$ cat config.mk
export PLATFORM = sky130hd
export DESIGN_NAME = instruction_fetch
export DESIGN_NICKNAME = d
export VERILOG_FILES = /design/src/rtl/instruction_fetch.sv
export SDC_FILE = /design/constraint.sdc
export NUM_CORES = 1
export LEC_CHECK = 0
export BUFFER_PORTS_ARGS = -buffer_cell sky130_fd_sc_hd__clkbuf_2
export CAP_MARGIN = 20
export CORE_UTILIZATION = 30
export DETAILED_ROUTE_END_ITERATION = 12
export GPL_ROUTABILITY_DRIVEN = 0
export PLACE_DENSITY_LB_ADDON = 0.2
export RECOVER_POWER = 25
export SLEW_MARGIN = 20
export SYNTH_ARGS = -nofsm -noshare
export SYNTH_HDL_FRONTEND = slang
export SYNTH_SLANG_ARGS = --single-unit
$ cat constraint.sdc
create_clock -name clk -period 3.4 [get_ports clk]
set_input_delay 0.68 -clock clk [delete_from_list [all_inputs] [get_ports clk]]
set_output_delay 0.68 -clock clk [all_outputs]
set_load 0.05 [all_outputs]
$ cat src/rtl/instruction_fetch.sv
`default_nettype none
// ============================================================================
//  Module      : instruction_fetch
//  Description : Single-stage instruction fetch with PC register, IF/ID
//                pipeline register, branch redirect, stall and halt control.
//  Revision    : 1.0 - initial release
// ============================================================================
module instruction_fetch #(
    parameter int N = 32,
    parameter int M = 256
) (
    input  logic         clk,
    input  logic         rst_n,
    output logic [N-1:0] imem_addr,
    input  logic [N-1:0] imem_instr,
    input  logic         stall,
    input  logic         branch_taken,
    input  logic [N-1:0] branch_target,
    input  logic         halt_req,
    output logic [N-1:0] if_id_instr,
    output logic [N-1:0] if_id_pc,
    output logic         if_id_valid,
    output logic         halted
);

    localparam logic [N-1:0] c_DEPTH = N'(M);
    localparam logic [N-1:0] c_LAST  = N'(M - 1);

    typedef enum logic [1:0] {
        S_IDLE = 2'd0,
        S_RUN  = 2'd1,
        S_HALT = 2'd2
    } state_t;

    state_t       r_state;
    logic [N-1:0] r_pc;
    logic [N-1:0] r_if_instr;
    logic [N-1:0] r_if_pc;
    logic         r_if_valid;
    logic         r_halted;

    logic [N-1:0] w_target;
    logic [N-1:0] w_pc_inc;

    // Branch targets are instruction indices; fold out-of-range values into memory.
    assign w_target = branch_target % c_DEPTH;
    assign w_pc_inc = (r_pc == c_LAST) ? '0 : r_pc + 1'b1;

    always_ff @(posedge clk) begin
        if (!rst_n) begin
            r_state    <= S_IDLE;
            r_pc       <= '0;
            r_if_instr <= '0;
            r_if_pc    <= '0;
            r_if_valid <= 1'b0;
            r_halted   <= 1'b0;
        end else begin
            case (r_state)
                S_IDLE: begin
                    r_state <= S_RUN;
                end
                S_RUN: begin
                    if (branch_taken) begin
                        r_pc       <= w_target;
                        r_if_valid <= 1'b0;
                    end else if (halt_req && !stall) begin
                        r_state    <= S_HALT;
                        r_halted   <= 1'b1;
                        r_if_valid <= 1'b0;
                    end else if (!stall) begin
                        r_if_instr <= imem_instr;
                        r_if_pc    <= r_pc;
                        r_if_valid <= 1'b1;
                        r_pc       <= w_pc_inc;
                    end
                end
                S_HALT: begin
                    r_if_valid <= 1'b0;
                    r_halted   <= 1'b1;
                end
                default: begin
                    r_state <= S_IDLE;
                end
            endcase
        end
    end

    assign imem_addr   = r_pc;
    assign if_id_instr = r_if_instr;
    assign if_id_pc    = r_if_pc;
    assign if_id_valid = r_if_valid;
    assign halted      = r_halted;

endmodule
`default_nettype wire

==> results.toml, run 1 <==
[synth]
synth_top_area_share_pct = 46.81
ys_seq_area_share_pct = 46.81
synth_area_sq_um = 4277
yosysMostFrequentCell = "nand2_1"
syn-num-nets = 614
synth-seq-cells = 100
ys_top_cells_by_area = "dfxtp_1, nand2_1, a21oi_1"
syn_avg_cell_area_sq_um = 7.905
synth_flop_cell = "dfxtp_1"
synth_common_cells = "nand2_1, dfxtp_1, a21oi_1"
ys_types = 47
yosysTopAreaCell = "dfxtp_1"
synth_cells = 541
yosysWarnings = 0
synth_edf_count = 0
synth-async-reset-ratio_pct = 0

[detailed_routing]
dr.pass1.iters = 4
wire_per_inst_microns = 13.90
totalWireLength_mm = 11.79
avgViaCountPerCell = 4.947
drt_iter0_markers = 239
final_antenna_net_count = 0
vias = 4195
route.detailed.drc = 0

[timing]
period_minus_slack_ns = 2.299
maxSlewHeadroom_pct = 51.77
worst_slew_pin_slew_ns = 0.7179
rsz0062_at_grt = "false"
skew_ns = 0.006031
drv_slew = 0
hold_viol_final = 0
tns_ns = 0
finalSetupViolCount = 0
min_period_over_period_pct = 67.61
fmax_ghz = 0.4350

[cts]
ctsRootBufferMaster = "clkbuf_16"
ctsHoldBuffers = 0
cts.path.max_buffers = 2
cts_sinks = 100
clk_latency_ns = 0.34
h-tree-depth = 3
cts.clk_slew.worst_paths_ns = 0.06
cts_setup_buffers = 0
cts_tree = "built"
numCtsBuffers = 9
cts_resized = 0

[power_and_ir_drop]
power_density_nw_per_um2 = 527.6
peakVddDrop_mv = 0.2315
cellLeakagePower_nw = 1.919

[min_path]
hold-path-cell-count = 2
hold_class = "reg2reg"

[die]
coreArea_sq_um = 13880
die_x_microns = 121.4
rows = 43
die_h_microns = 121.4
ioPinCount = 167
die-area_sq_um = 14740
floorplan.initialDensity_pct = 30.81

[grt]
grt_pass1_vias = 3893
grt_max_degree = 65
grt-ovfl-total = 0
antenna_found_initial = 0
grt_first_pass_wirelength_mm = 19.01
grtUsageTotal_pct = 16.61

[critical_path]
cp.arrival_ns = 2.54
crit_type = "reg2reg"
reg2reg_depth = 6
crit_path_max_fanout = 6
setup.worst_path.end_class = "flip-flop"
cp-start-kind = "flip-flop"
cp.required_ns = 3.64

[run]
cap_violations = 0

[place]
placed_area_sq_um = 5102
place.port_buffers = 142
dp_hpwl_mm = 8.181

[layout]
fillers = 1495
nets = 736
fin_area_sq_um = 5323
antenna_cells = 0
drive_gt1_share_pct = 18.71
area_growth_pct = 24.46

[outcome]
outcome = "complete, no violations"
registers in the layout, indices dropped and copies added (netlist names):
signal       cells
if_id_instr     32
imem_addr       32
r_state          2
if_id_pc        32
halted           1
if_id_valid      1
routing by layer:
layer | wire length (microns) | vias to the layer above | track usage [%]
met1 | 5354 | 1934 | 21.36
met5 | 0 | - | 0
met2 | 5302 | 135 | 25.71
li1 | - | 2112 | -
met3 | 922 | 14 | 4.981
met4 | 208 | 0 | 6.867
final timing paths:
path | from | endpoint | slack, ns
worst max-delay path | imem_addr[0] | imem_addr[26] | 1.10
worst min-delay path | if_id_instr[12] | if_id_instr[12] | 0.45
worst max register to register | imem_addr[0] | imem_addr[26] | 1.10
worst min register to register | if_id_instr[12] | if_id_instr[12] | 0.45
cells by family after synthesis:
| family | synth area share (%) |
|---|---|
| flip-flops | 46.81 |
| adder cells (fa/ha/maj) | 1.170 |
| AND/OR/NAND/NOR | 28.41 |
| buffers and inverters | 4.271 |
| XOR/XNOR | 2.458 |
| AO/OA/AOI/OAI | 16.18 |
| multiplexers | 0.7022 |
placed cells by master, fill, tap and decap left out, drive strengths merged, types with 5 or more instances in the layout:
master	count
a21oi	76
a31oi	15
and2	7
and3	8
and4	5
buf	5
clkbuf	155
dfxtp	100
inv	5
nand2	153
nand3	21
nand4	15
nor2	25
nor3	7
nor4	8
o21ai	13
xnor2	8
worst max-delay path, stage by stage, from the launching register on:
cell,delay (ns)
dfxtp_1,0.44
ha_1,0.25
nand3_1,0.27
nor3_1,0.67
nand4_1,0.20
xnor2_1,0.17
a22o_1,0.19
power by group:
| group | switching [mW] | internal (mW) | total (mW) |
|---|---|---|---|
| Combinational | 0.399 | 0.153 | 0.552 |
| Sequential | 0.0581 | 1.23 | 1.29 |
| Clock | 0.433 | 0.537 | 0.970 |
| Total | 0.890 | 1.92 | 2.81 |
per-stage QoR:
| stage | hold slack (ns) | instances | worst slack (ns) | power, mW | utilization (%) |
|---|---|---|---|---|---|
| after global placement | 0.4410 | 832 | 1.081 | 1.856 | 36.76 |
| after global routing | 0.4763 | 848 | 0.9456 | 2.970 | 38.35 |
| final | 0.4520 | 848 | 1.101 | 2.808 | 38.35 |
| after floorplan | 0.4896 | 541 | 1.180 | 1.709 | - |
| after CTS | 0.4552 | 848 | 1.131 | 2.865 | 38.79 |
| after detailed placement | 0.4460 | 832 | 1.016 | 1.872 | 36.76 |
cell type report:
type                       count  area [sq um]  share of cell area [%]
clock inverter                 3         21.27                  0.3996
clock buffer                  13         260.3                   4.890
timing repair buffer         147         699.4                   13.14
inverter                       5         18.77                  0.3526
multi-input combinational    400          2096                   39.37
sequential                   100          2002                   37.61
tap                          180         225.2                   4.231
No activity file was read; power rests on OpenSTA's default activity.
==> run 2, diff against run 1 <==
==> constraint.sdc (replaced) <==
create_clock -name clk -period 2.3 [get_ports clk]
set_input_delay 0.46 -clock clk [delete_from_list [all_inputs] [get_ports clk]]
set_output_delay 0.46 -clock clk [all_outputs]
set_load 0.05 [all_outputs]
==> results.toml, run 2 (synthesis results as in run 1) <==
[detailed_routing]
drt_iter0_markers = 220
totalWireLength_mm = 12.07
final_antenna_net_count = 0
dr.pass1.iters = 4
avgViaCountPerCell = 4.904
wire_per_inst_microns = 13.94
vias = 4247
route.detailed.drc = 0

[min_path]
hold-path-cell-count = 3
hold_class = "in2reg"

[timing]
skew_ns = 0.008370
worst_slew_pin_slew_ns = 0.7253
maxSlewHeadroom_pct = 51.65
period_minus_slack_ns = 2.109
timing.hold.ws_ns = 0.3278
tns_ns = 0
fmax_ghz = 0.4741
hold_viol_final = 0
min_period_over_period_pct = 91.70
finalSetupViolCount = 0
drv_slew = 0
rsz0062_at_grt = "false"

[cts]
clk_latency_ns = 0.35
cts_tree = "built"
ctsHoldBuffers = 0
cts_setup_buffers = 0
numCtsBuffers = 9
cts_sinks = 100
cts_resized = 0
ctsRootBufferMaster = "clkbuf_16"
cts.clk_slew.worst_paths_ns = 0.07
h-tree-depth = 3
cts.path.max_buffers = 2

[power_and_ir_drop]
power_density_nw_per_um2 = 754.3
peakVddDrop_mv = 0.4071
cellLeakagePower_nw = 2.013

[critical_path]
cp-start-kind = "flip-flop"
cp.arrival_ns = 2.34
cp_num_cells = 7
setup.worst_path.end_class = "flip-flop"
crit_chain = "ha_1 > nand3_1 > nor4_4 > a211oi_2 > buf_4 > a41oi_1 > a31oi_1"
cp.required_ns = 2.53
cp_slowest_cell = "dfxtp_1"
crit_path_max_fanout = 27
crit_buf_inv = 1
slowest_delay_ns = 0.43
crit_type = "reg2reg"
reg2reg_depth = 7
cp_top_family = "simple AND/OR/NAND/NOR gates"

[layout]
fillers = 1489
nets = 756
area_growth_pct = 27.15
drive_gt1_share_pct = 20.85
layout_common_cells = "nand2_1, dfxtp_1, clkbuf_2"
layout_commonest_cell = "nand2_1"
antenna_cells = 0

[grt]
grt_max_degree = 65
antenna_found_initial = 0
grtUsageTotal_pct = 16.99
grt-ovfl-total = 0
grt_first_pass_wirelength_mm = 19.49
grt_pass1_vias = 3981

[die]
ioPinCount = 167
rows = 43
die-area_sq_um = 14740
die_h_microns = 121.4
floorplan.initialDensity_pct = 30.81
coreArea_sq_um = 13880
die_x_microns = 121.4

[place]
place.port_buffers = 142
dp_hpwl_mm = 8.393

[outcome]
outcome = "complete, no violations"

[run]
cap_violations = 0
-- run 2: stage by stage --
stage / cell area, sq um / util [%] / setup slack (ns) / std cells / power, mW
2_1_floorplan: 4277 / - / 0.08039 / 541 / 2.526
3_3_place_gp: 5240 / 37.75 / 0.2471 / 852 / 2.761
3_5_place_dp: 5240 / 37.75 / 0.1647 / 852 / 2.780
4_1_cts: 5499 / 39.62 / 0.1667 / 866 / 4.180
5_1_grt: 5438 / 39.17 / 0.03844 / 866 / 4.314
6_report: 5438 / 39.17 / 0.1909 / 866 / 4.102
-- run 2: worst register-to-register path, stage by stage (launching register included) --
cell	delay [ns]
dfxtp_1	0.43
ha_1	0.26
nand3_1	0.28
nor4_4	0.42
a211oi_2	0.11
buf_4	0.23
a41oi_1	0.22
a31oi_1	0.06
-- run 2: per-layer routing --
layer | routed length, microns | vias to the layer above | global-route usage (%) | part of all wire (%)
li1 | - | 2138 | - | -
met1 | 5439 | 1982 | 20.48 | 45
met2 | 5524 | 112 | 27.66 | 46
met3 | 893 | 15 | 5.921 | 7.4
met4 | 214 | 0 | 6.250 | 1.8
met5 | 0 | - | 0 | 0
-- run 2: power by group --
part	leakage [nW]	total (mW)	internal, mW	switching [mW]
combinational	1.08	0.838	0.238	0.600
clock	0.125	1.37	0.750	0.623
sequential	0.807	1.89	1.82	0.0745
total	2.01	4.10	2.80	1.30
-- run 2: path summary, 6_finish.rpt --
check | startpoint | endpoint | slack [ns]
max | imem_addr[1] | imem_addr[31] | 0.19
min | imem_instr[6] | if_id_instr[6] | 0.33
max reg2reg | imem_addr[1] | imem_addr[31] | 0.19
min reg2reg | if_id_pc[13] | if_id_pc[13] | 0.45
-- run 2: final cells by class --
type	count	area [sq um]	share of cell area, %
clock inverters	2	12.51	0.2301
clock buffers	12	246.5	4.533
flip-flops and latches	100	2002	36.82
well taps	180	225.2	4.142
multi-input cells	400	2096	38.54
repair buffers	167	837.1	15.39
inverters	5	18.77	0.3451
==> run 3, diff against run 2 <==
--- a/config.mk
+++ b/config.mk
@@ -10,6 +10,7 @@
 export CORE_UTILIZATION = 30
 export DETAILED_ROUTE_END_ITERATION = 12
 export GPL_ROUTABILITY_DRIVEN = 0
+export GPL_TIMING_DRIVEN = 0
 export PLACE_DENSITY_LB_ADDON = 0.2
 export RECOVER_POWER = 25
 export SLEW_MARGIN = 20
==> results.toml, run 3 (synthesis results as in run 1) <==
[die]
die_x_microns = 121.4
die-area_sq_um = 14740
rows = 43
floorplan.initialDensity_pct = 30.81
coreArea_sq_um = 13880
ioPinCount = 167
die_h_microns = 121.4

[timing]
fmax_ghz = 0.4673
drv_slew = 0
skew_ns = 0.005747
period_minus_slack_ns = 2.140
maxSlewHeadroom_pct = 50.97
hold_viol_final = 0
finalSetupViolCount = 0
timing.hold.ws_ns = 0.3278
min_period_over_period_pct = 93.05
rsz0062_at_grt = "true"
setup_slack_ns = 0.1598
worst_slew_pin_slew_ns = 0.7294

[critical_path]
startpoint = "r_state[1]"
slowest_delay_ns = 0.37
cp.required_ns = 2.51
worstReg2RegStart = "r_state[1]"
crit_path_max_fanout = 10
cp.arrival_ns = 2.35
crit_chain = "inv_1 > ha_1 > clkbuf_1 > o21ai_0 > clkbuf_2 > nand2_1 > a31oi_1"
cp-start-kind = "flip-flop"
rr_endpoint = "imem_addr[24]"
cp_slowest_cell = "clkbuf_1"
reg2reg_slack_ns = 0.16
setup.worst_path.end_class = "flip-flop"
reg2reg_depth = 7
crit_type = "reg2reg"

[place]
place.port_buffers = 142
dp_hpwl_mm = 9.272
post-place-ws_ns = -0.04473
dpl.cell_count = 863

[layout]
drive_gt1_share_pct = 18.77
layout_commonest_cell = "nand2_1"
nets = 766
multi_input_area_sq_um = 2108
area_growth_pct = 29.02
final_cells = 878
antenna_cells = 0
fillers = 1506
ff_latch_area_sq_um = 2002
layout_common_cells = "nand2_1, dfxtp_1, clkbuf_2"

[outcome]
outcome = "complete, no violations"

[detailed_routing]
final_antenna_net_count = 0
routed.top_layer = "met4"
totalWireLength_mm = 12.72
wire_per_inst_microns = 14.49
avgViaCountPerCell = 4.928
wl_met3_microns = 990
met1Wirelength_mm = 5.759
drt_iter0_markers = 285
route.detailed.drc = 0
dr.pass1.iters = 4
met2_wirelength_mm = 5.858
vias = 4327

[cts]
cts_sinks = 100
cts.path.max_buffers = 2
ctsRootBufferMaster = "clkbuf_16"
cts_tree = "built"
cts.clk_slew.worst_paths_ns = 0.07
cts_setup_buffers = 0
clk_latency_ns = 0.35
numCtsBuffers = 9
h-tree-depth = 3

[min_path]
holdPathEnd = "if_id_instr[0]"
min_from = "imem_instr[0]"
hold_class = "in2reg"
hold-path-cell-count = 3

[power_and_ir_drop]
cellLeakagePower_nw = 2.010
power_density_nw_per_um2 = 819.9
peakVddDrop_mv = 0.4566
p_int_mw = 3.172
combinationalPowerShare_pct = 18.9
clock_power_share_pct = 39.3
p_total_mw = 4.524
power_frac_seq_pct = 41.8
p_sw_share_pct = 29.88
p_sw_mw = 1.352

[grt]
antenna_found_initial = 0
grtUsageTotal_pct = 18.11
grt-ovfl-total = 0
grt_pass1_vias = 4215
grt_max_degree = 16
grt_first_pass_wirelength_mm = 20.82

[run]
cap_violations = 0
-- run 3: cell count changes in the layout (fill, tap and decap cells not counted), sizes merged --
cell and delta:
clkinvlp -1, clkbuf +24, bufinv +3, buf -14
-- run 3: worst max path at each step --
stage / to / slack (ns) / cells after the start
detailed placement: imem_addr[24] / -0.04 / 6
floorplan: imem_addr[30] / 0.08 / 7
global route: imem_addr[14] / -0.02 / 6
global placement: imem_addr[24] / -0.03 / 6
finish: imem_addr[24] / 0.16 / 7
CTS: imem_addr[26] / 0.03 / 6
-- run 3: final cells by class --
class | count | share of cell area [%]
plain buffers | 35 | 2.948
clock buffers | 12 | 4.649
flip-flops and latches | 100 | 36.28
clock inverters | 4 | 1.723
well taps | 180 | 4.082
repair buffers | 142 | 11.77
inverters | 5 | 0.3401
multi-input cells | 400 | 38.21
-- run 3: critical path: cells and delay by family (launching register included) --
| family | cells | cell delay [ns] |
|---|---|---|
| flip-flops | 1 | 0.33 |
| buffers and inverters | 3 | 0.75 |
| AO/OA/AOI/OAI | 2 | 0.45 |
| adder cells (fa/ha/maj) | 1 | 0.19 |
| AND/OR/NAND/NOR | 1 | 0.28 |
-- run 3: routing by layer --
layer | GRT usage (%) | up-vias
met5 | 0 | -
met4 | 5.633 | 0
met3 | 5.451 | 8
met2 | 29.08 | 145
met1 | 23.11 | 2005
li1 | - | 2169
-- run 3: power by group through the flow --
| stage | registers [mW] | clock network, mW | logic (mW) |
|---|---|---|---|
| floorplan | 2.14 | 0 | 0.383 |
| global placement | 1.93 | 0 | 0.841 |
| detailed placement | 1.93 | 0 | 0.856 |
| CTS | 1.89 | 1.84 | 0.863 |
| global route | 1.90 | 1.90 | 0.931 |
| finish | 1.89 | 1.78 | 0.854 |
-- run 3: what timing repair did --
action,4_1_cts,5_1_grt
resized for setup,1,6
pin swaps,0,1
endpoints found under the setup margin,1,70
hold buffers,0,0
endpoints found under the hold margin,0,0
-- run 3: stage by stage --
stage | setup TNS, ns | utilization, % | area [sq um]
after floorplan | 0 | - | 4277
after global placement | -0.03071 | 37.55 | 5213
after detailed placement | -0.04473 | 37.55 | 5213
after CTS | 0 | 40.09 | 5565
after global routing | -0.02226 | 39.75 | 5518
final | 0 | 39.75 | 5518
